===== src/rtl/ka_mul_seq.sv =====
// Sequential one-level Karatsuba carry-less multiplier over GF(2)[x].
// One half-width schoolbook multiplier is time-shared across P0, P1 and P2.
module ka_mul_seq #(
  parameter int unsigned N      = 58,
  parameter bit          REDUCE = 1'b0,
  parameter logic [N-1:0] POLY  = N'(58'h80001)
) (
  input  logic            clk,
  input  logic            rst_n,
  input  logic            in_valid,
  output logic            in_ready,
  input  logic [N-1:0]    a,
  input  logic [N-1:0]    b,
  output logic            out_valid,
  input  logic            out_ready,
  output logic [2*N-2:0]  o
);

  localparam int unsigned L  = N / 2;
  localparam int unsigned U  = N - L;
  localparam int unsigned PW = 2 * U - 1;
  localparam int unsigned OW = 2 * N - 1;

  typedef enum logic [2:0] {StIdle, StLo, StHi, StMid, StRed, StDone} state_e;

  state_e          state_q, state_d;
  logic [N-1:0]    a_q, a_d, b_q, b_d;
  logic [PW-1:0]   p0_q, p0_d, p1_q, p1_d;
  logic [OW-1:0]   o_q, o_d;
  logic            out_valid_q, out_valid_d;

  logic [U-1:0]    al, au, bl, bu;
  logic [U-1:0]    sx, sy;
  logic [PW-1:0]   sp, mid;
  logic [OW-1:0]   comb_o;

  function automatic logic [PW-1:0] clmul(input logic [U-1:0] x, input logic [U-1:0] y);
    logic [PW-1:0] r;
    r = '0;
    for (int i = 0; i < int'(U); i++) begin
      if (y[i]) r = r ^ (PW'(x) << i);
    end
    return r;
  endfunction

  // Fold each high coefficient down via x^N == POLY, top bit first.
  function automatic logic [OW-1:0] reduce(input logic [OW-1:0] p);
    logic [OW-1:0] r;
    r = p;
    for (int i = int'(OW) - 1; i >= int'(N); i--) begin
      if (r[i]) begin
        r[i] = 1'b0;
        r    = r ^ (OW'(POLY) << (i - int'(N)));
      end
    end
    return r;
  endfunction

  assign al = U'(a_q[L-1:0]);
  assign au = a_q[N-1:L];
  assign bl = U'(b_q[L-1:0]);
  assign bu = b_q[N-1:L];

  always_comb begin
    sx = '0;
    sy = '0;
    unique case (state_q)
      StLo:    begin sx = al;      sy = bl;      end
      StHi:    begin sx = au;      sy = bu;      end
      StMid:   begin sx = au ^ al; sy = bu ^ bl; end
      default: begin sx = '0;      sy = '0;      end
    endcase
  end

  assign sp     = clmul(sx, sy);
  assign mid    = p0_q ^ p1_q ^ sp;
  assign comb_o = (OW'(p1_q) << (2 * L)) ^ (OW'(mid) << L) ^ OW'(p0_q);

  always_comb begin
    state_d     = state_q;
    a_d         = a_q;
    b_d         = b_q;
    p0_d        = p0_q;
    p1_d        = p1_q;
    o_d         = o_q;
    out_valid_d = out_valid_q;
    unique case (state_q)
      StIdle: begin
        if (in_valid) begin
          a_d     = a;
          b_d     = b;
          state_d = StLo;
        end
      end
      StLo: begin
        p0_d    = sp;
        state_d = StHi;
      end
      StHi: begin
        p1_d    = sp;
        state_d = StMid;
      end
      StMid: begin
        o_d = comb_o;
        if (REDUCE) begin
          state_d = StRed;
        end else begin
          out_valid_d = 1'b1;
          state_d     = StDone;
        end
      end
      StRed: begin
        o_d         = reduce(o_q);
        out_valid_d = 1'b1;
        state_d     = StDone;
      end
      StDone: begin
        if (out_ready) begin
          out_valid_d = 1'b0;
          state_d     = StIdle;
        end
      end
      default: state_d = StIdle;
    endcase
  end

  always_ff @(posedge clk or negedge rst_n) begin
    if (!rst_n) begin
      state_q     <= StIdle;
      a_q         <= '0;
      b_q         <= '0;
      p0_q        <= '0;
      p1_q        <= '0;
      o_q         <= '0;
      out_valid_q <= 1'b0;
    end else begin
      state_q     <= state_d;
      a_q         <= a_d;
      b_q         <= b_d;
      p0_q        <= p0_d;
      p1_q        <= p1_d;
      o_q         <= o_d;
      out_valid_q <= out_valid_d;
    end
  end

  assign in_ready  = (state_q == StIdle);
  assign out_valid = out_valid_q;
  assign o         = o_q;

endmodule


===== config.mk =====
export PLATFORM = sky130hd
export DESIGN_NAME = ka_mul_seq
export DESIGN_NICKNAME = d
export VERILOG_FILES = /design/src/rtl/ka_mul_seq.sv
export SDC_FILE = /design/constraint.sdc
export NUM_CORES = 2
export LEC_CHECK = 0
export ABC_AREA = 1
export CORE_UTILIZATION = 60
export CTS_BUF_LIST = sky130_fd_sc_hd__clkbuf_16
export CTS_CLUSTER_SIZE = 8
export DETAILED_ROUTE_END_ITERATION = 16
export PLACE_DENSITY = 0.8
export SKIP_LAST_GASP = 1
export SLEW_MARGIN = 10
export SYNTH_ARGS = -nofsm -noshare
export SYNTH_HDL_FRONTEND = slang
export SYNTH_SLANG_ARGS = --single-unit

===== constraint.sdc =====
create_clock -name clk -period 3.99 [get_ports clk]
set_clock_uncertainty 0.15 [all_clocks]
set_input_delay 0.798 -clock clk [delete_from_list [all_inputs] [get_ports clk]]
set_output_delay 0.798 -clock clk [all_outputs]
set_load 0.05 [all_outputs]

; Word level (Yosys, flattened, before mapping)
; Cells that the tools add are included.
[word_totals]
inputBits = 120
regBits = 349
[classes]
eq_ne = 7
n_mux = 150
n_reduce_logical = 7
bitwise = 91
[op_table]
columns = operator, n
row1 = 115-bit 2-to-1 mux, 56
row2 = 57-bit 2-to-1 mux, 29
row3 = 115-bit one-hot mux with 2 select lines, 1
row4 = 29-bit one-hot mux with 3 select lines, 2
row5 = 57-bit XOR, 3
row6 = 115-bit by 57-bit XOR with 115-bit output, 1
row7 = 115-bit by 86-bit XOR with 115-bit output, 1
row8 = 2-bit NOT, 57
row9 = 76-bit 2-to-1 mux, 1
row10 = 75-bit 2-to-1 mux, 1
row11 = 74-bit 2-to-1 mux, 1
row12 = 73-bit 2-to-1 mux, 1
row13 = 72-bit 2-to-1 mux, 1
row14 = 71-bit 2-to-1 mux, 1
row15 = 70-bit 2-to-1 mux, 1
row16 = 69-bit 2-to-1 mux, 1
row17 = 68-bit 2-to-1 mux, 1
row18 = 67-bit 2-to-1 mux, 1
row19 = 66-bit 2-to-1 mux, 1
row20 = 65-bit 2-to-1 mux, 1
row21 = 64-bit 2-to-1 mux, 1
row22 = 63-bit 2-to-1 mux, 1
row23 = 62-bit 2-to-1 mux, 1
row24 = 61-bit 2-to-1 mux, 1
row25 = other kinds (80), 89

; Logic depth before layout (Yosys ltp)
[depth]
depth_word = 171
ltp_mapped = 29

; Worst setup path before layout
; OpenSTA, ideal clock, no wires.
[synth_path]
kind = reg2reg
start = reg state_q[0]
end = reg a_q[10]
stages_incl_launch_ff = 11
required_ns = 3.715
setup_ns = 0.125
arrival_ns = 2.678
path_buffers = 5
slack_ns = 1.037
synth_period_minus_slack_ns = 2.953
path_cell_list = dfrtp_1 > buf_4 > buf_2 > buf_2 > nor2_1 > inv_1 > nor2_1 > nand2_1 > clkbuf_1 > clkbuf_1 > mux2_2
[synth_via]
elab_chain_len = 2
[synth_rtl]
columns = element, line
row1 = "start, declared", 26  ; state_e state_q, state_d;
row2 = "start signal, assigned", 129  ; state_q <= StIdle;
row3 = "start signal, assigned", 137  ; state_q <= state_d;
row4 = 3-bit zero test, -
row5 = net in_ready, 11  ; output logic in_ready,
row6 = 2-bit AND reduction (no line), -
row7 = "end signal, assigned", 130  ; a_q <= '0;
row8 = "end signal, assigned", 138  ; a_q <= a_d;
row9 = "end, declared", 27  ; logic [N-1:0] a_q, a_d, b_q, b_d;
; The timed path passes the listed nets, and every way through them passes these cells.
; A chain may end at the register's enable or synchronous reset.

; Worst setup path after layout
[layout_path]
start = reg state_q[2]
end = reg p1_q[32]
[layout_via]
elab_chain_len = 57
[layout_rtl]
columns = element, line
row1 = "3-bit by 2-bit equality test with 1-bit output, or another cell as far along", 67  ; unique case (state_q)
row2 = 29-bit one-hot mux with 3 select lines, 67
row3 = 57-bit 2-to-1 mux, 41  ; if (y[i]) r = r ^ (PW'(x) << i);
row4 = 57-bit by 31-bit XOR with 57-bit output, 41
row5 = 57-bit 2-to-1 mux, 41
row6 = 57-bit by 32-bit XOR with 57-bit output, 41
row7 = 57-bit 2-to-1 mux, 41
row8 = 57-bit by 33-bit XOR with 57-bit output, 41
row9 = [... 41 more ...], -
row10 = 57-bit by 54-bit XOR with 57-bit output, 41
row11 = 57-bit 2-to-1 mux, 41
row12 = 57-bit by 55-bit XOR with 57-bit output, 41
row13 = 57-bit 2-to-1 mux, 41
row14 = 57-bit by 56-bit XOR with 57-bit output, 41
row15 = 57-bit 2-to-1 mux, 41
row16 = 57-bit XOR, 41
row17 = 57-bit 2-to-1 mux, 41
row18 = "end signal, assigned", 141  ; p1_q <= p1_d;
row19 = "end, declared", 28  ; logic [PW-1:0] p0_q, p0_d, p1_q, p1_d;
; Several ways; a longest one is shown, not always the timed one.

==> PnR_summary.wiki <==
{| class="wikitable"
! Metric !! Value
|-
| Outcome || finished clean
|-
| Total CTS buffers || 50
|-
| Overall die width || 222 um
|-
| Setup CP Type || flip-flop to flip-flop
|-
| Nets || 4317
|-
| Core Box Area || 0.0477 mm^2
|-
| Clock-pin slew of the registers on the worst-case setup and hold paths || 0.05 ns
|-
| Clock tree from TritonCTS || built
|-
| Total setup violations reported at the end of the flow || 0
|-
| Nature of the critical path endpoint || flip-flop
|-
| Port bufs || 236
|-
| Final Hold Viols || 0
|-
| Tot GR Track Use || 0.405
|-
| Cell variety after synth || 39
|-
| Number of vias after detailed routing || 28300
|-
| Peak Freq || 264 MHz
|-
| Worst slack at placement || 0.0452 ns
|-
| Setup slack of the worst register-to-register path || 0.20 ns
|-
| Count of warnings emitted by yosys || 0
|-
| Final number of max-transition violations || 0
|-
| Number of H-tree levels || 2
|-
| Die height || 222 um
|-
| Number of enable flip-flop cells after synthesis || 0
|-
| Post-synthesis async set-or-reset flop share || 1.00
|-
| Placed cell areas || 0.0324 mm^2
|-
| Number of register bits inferred by synthesis || 349
|-
| Proportion of layout cells with a drive suffix above 1 || 0.0809
|-
| Pre-antenna DRT Iters || 5
|-
| Pin count of the biggest net entering global routing || 109
|-
| Critical Path RT || 4.28 ns
|-
| End of the worst register-to-register path || p1_q[32]$_DFFE_PN0N_
|-
| Global-route wire length before repair || 155 mm
|-
| Antenna violations before repair || 0
|-
| Sum of overflow across all layers after global routing || 0
|-
| Critical Path Source Type || flip-flop
|-
| Number of nets with antenna violations after detailed routing || 0
|-
| Origin of the critical flop-to-flop path || state_q[2]$_DFFE_PN0P_
|-
| Die Footprint || 0.0493 mm^2
|-
| Number of standard cells after synthesis || 4056
|-
| Routed wire length per instance || 20.9 um
|-
| Total wire length after detailed routing || 101 mm
|-
| DR vias/cell || 5.88
|-
| Nets in the synthesized netlist || 4176
|-
| Seq. cell area || 0.00874 mm^2
|-
| Initial Util || 0.608
|-
| Cell row count || 80
|-
| Proportion of synthesized chip area in sequential cells || 0.301
|-
| Number of fill cells || 3811
|-
| Estimated wirelength of the detail-placed design || 64.8 mm
|-
| Highest net fanout along the worst path || 16
|-
| Clock latency reported for the late side of the worst-skew pair || 0.61 ns
|-
| Iter 0 DRT Violations || 3673
|-
| Fin Hold WS || 0.0277 ns
|-
| Max-capacitance violation count || 0
|-
| Library cell used as clock root buffer || sky130_fd_sc_hd__clkbuf_16
|-
| Final worst path period share || 0.949
|-
| Slew HR || 0.405
|-
| Via count of the first global-routing pass || 27000
|-
| # clock sinks || 349
|-
| Final worst slack || 0.203 ns
|-
| Post-Syn Area || 0.0290 mm^2
|-
| Area of all placed cells without fillers || 0.0339 mm^2
|-
| Period minus WS final || 3.79 ns
|-
| Crit path arrival time || 4.07 ns
|-
| I/O pin cnt || 237
|-
| Pin slew with the least headroom to its limit || 0.892 ns
|-
| Routability congestion estimate from global placement || 0.915
|-
| RSZ-0062 raised after global routing || true
|-
| Synthesis-to-layout area growth || 16.9%
|-
| Buffers from clock root to sink, at most || 3
|-
| Path class of the lowest-slack min-delay path || input port to asynchronous set/reset pin
|-
| CTS Hold Buffers Added || 0
|-
| # diodes || 0
|-
| Main flop type after synthesis || sky130_fd_sc_hd__dfrtp_1
|-
| Multi-input logic area || 0.0184 mm^2
|-
| Post-synthesis average cell area || 7.16 um^2
|-
| Count of cells along the worst register-to-register path || 17
|-
| Remaining design rule violation count || 0
|}
layout by cell type, fill, tap and decap left out, types with 6 or more instances in the layout:
cell / instances
sky130_fd_sc_hd__mux2_2: 86
sky130_fd_sc_hd__buf_12: 49
sky130_fd_sc_hd__nand2_1: 1567
sky130_fd_sc_hd__o21ai_0: 160
sky130_fd_sc_hd__nor2_1: 93
sky130_fd_sc_hd__o211ai_1: 11
sky130_fd_sc_hd__a21oi_1: 105
sky130_fd_sc_hd__clkbuf_16: 52
sky130_fd_sc_hd__or2_1: 20
sky130_fd_sc_hd__nand4_1: 17
sky130_fd_sc_hd__dfrtp_1: 348
sky130_fd_sc_hd__a22o_1: 13
sky130_fd_sc_hd__xor2_1: 393
sky130_fd_sc_hd__inv_1: 182
sky130_fd_sc_hd__o21ai_2: 23
sky130_fd_sc_hd__a22oi_1: 7
sky130_fd_sc_hd__nand3b_1: 29
sky130_fd_sc_hd__o22ai_1: 6
sky130_fd_sc_hd__a31oi_1: 6
sky130_fd_sc_hd__buf_4: 75
sky130_fd_sc_hd__nand2_2: 8
sky130_fd_sc_hd__clkdlybuf4s50_1: 234
sky130_fd_sc_hd__or2_2: 14
sky130_fd_sc_hd__nand3_1: 187
sky130_fd_sc_hd__o21ai_1: 12
sky130_fd_sc_hd__xnor2_1: 449
what timing repair did:
| item | CTS | global route |
|---|---|---|
| endpoints found under the setup margin | 2 | 90 |
| pin swaps | 0 | 3 |
| gates resized for setup | 2 | 27 |
| setup buffers | 0 | 3 |
| cloned | 0 | 1 |
layer usage:
metal	track usage	share of wire	vias to the layer above	wire [um]
met2	0.640	0.45	1889	45200
met5	0	0	-	0
met3	0.0993	0.13	392	12600
met4	0.211	0.053	0	5380
met1	0.514	0.37	13200	37700
li1	-	-	12900	-
flip-flops by register name, indices dropped and copies added (netlist names):
signal     flops
a_q           58
out_valid      1
state_q        3
b_q           58
o            115
p1_q          57
p0_q          57
worst max path at each step:
| stage | startpoint | end | slack [ns] | cells after the start |
|---|---|---|---|---|
| after floorplan | state_q[0]$_DFFE_PN0P_ | a_q[10]$_DFFE_PN0P_ | 1.04 | 10 |
| after global placement | state_q[2]$_DFFE_PN0P_ | o[77]$_DFFE_PN0N_ | 0.12 | 17 |
| after detailed placement | state_q[2]$_DFFE_PN0P_ | o[63]$_DFFE_PN0N_ | 0.05 | 18 |
| after CTS | state_q[0]$_DFFE_PN0P_ | in_ready | 0.005 | 6 |
| after global routing | state_q[2]$_DFFE_PN0P_ | o[51]$_DFFE_PN0N_ | -0.01 | 24 |
| final | state_q[2]$_DFFE_PN0P_ | p1_q[32]$_DFFE_PN0N_ | 0.20 | 17 |
Yosys cell counts (all sizes together) (7+ instances only):
cell / count / area [um^2]
nand4: 17 / 106
dfrtp: 349 / 8730
or2: 35 / 219
o21ai: 200 / 1010
a22oi: 7 / 52.6
xor2: 393 / 3440
nor2: 98 / 375
a22o: 13 / 114
buf: 201 / 1150
nand3b: 29 / 218
nand3: 190 / 963
a21oi: 105 / 526
clkbuf: 74 / 278
o211ai: 11 / 82.6
xnor2: 449 / 3930
mux2: 86 / 968
inv: 186 / 698
nand2: 1579 / 5930
cells by family after synthesis:
kind of cell | Yosys count | synth area share
AOI/OAI and AO/OA | 365 | 0.0691
xor gates and xnor gates | 842 | 0.254
DFF | 349 | 0.301
buffers and inverters | 462 | 0.0733
and+or+nand+nor | 1952 | 0.270
muxes | 86 | 0.0333
per-stage QoR:
| stage | TNS (ns) | std cells | utilization |
|---|---|---|---|
| after CTS | 0 | 4813 | 0.707 |
| after floorplan | 0 | 4056 | - |
| after global routing | -0.0321 | 4817 | 0.711 |
| final | 0 | 4817 | 0.711 |
| after detailed placement | 0 | 4756 | 0.679 |
| after global placement | 0 | 4756 | 0.679 |
layout make-up:
cell class / count / share of cell area
flip-flops and latches: 349 / 0.257
clock inverters: 6 / 0.00159
clock buffers: 51 / 0.0376
well taps: 615 / 0.0227
repair buffers: 364 / 0.118
inverters: 187 / 0.0210
multi-input cells: 3245 / 0.542
worst max-delay path: stages (launching register included):
cell                       delay, ns
sky130_fd_sc_hd__dfrtp_1        0.45
sky130_fd_sc_hd__inv_4          0.17
sky130_fd_sc_hd__nand2_1        0.19
sky130_fd_sc_hd__nor2_4         0.25
sky130_fd_sc_hd__inv_2          0.19
sky130_fd_sc_hd__o21ai_1        0.16
sky130_fd_sc_hd__nand2_1        0.07
sky130_fd_sc_hd__nand2_1        0.11
sky130_fd_sc_hd__buf_6          0.23
sky130_fd_sc_hd__nand2_1        0.09
sky130_fd_sc_hd__xnor2_1        0.15
sky130_fd_sc_hd__xnor2_1        0.29
sky130_fd_sc_hd__xnor2_1        0.18
sky130_fd_sc_hd__xor2_1         0.41
sky130_fd_sc_hd__nand3b_1       0.26
sky130_fd_sc_hd__nand2_1        0.12
sky130_fd_sc_hd__nand2_1        0.08
sky130_fd_sc_hd__o21ai_0        0.10
Power is left out: the tool's default activity adds up to more than one toggle a clock period on the data nets, which glitch-free logic cannot reach.
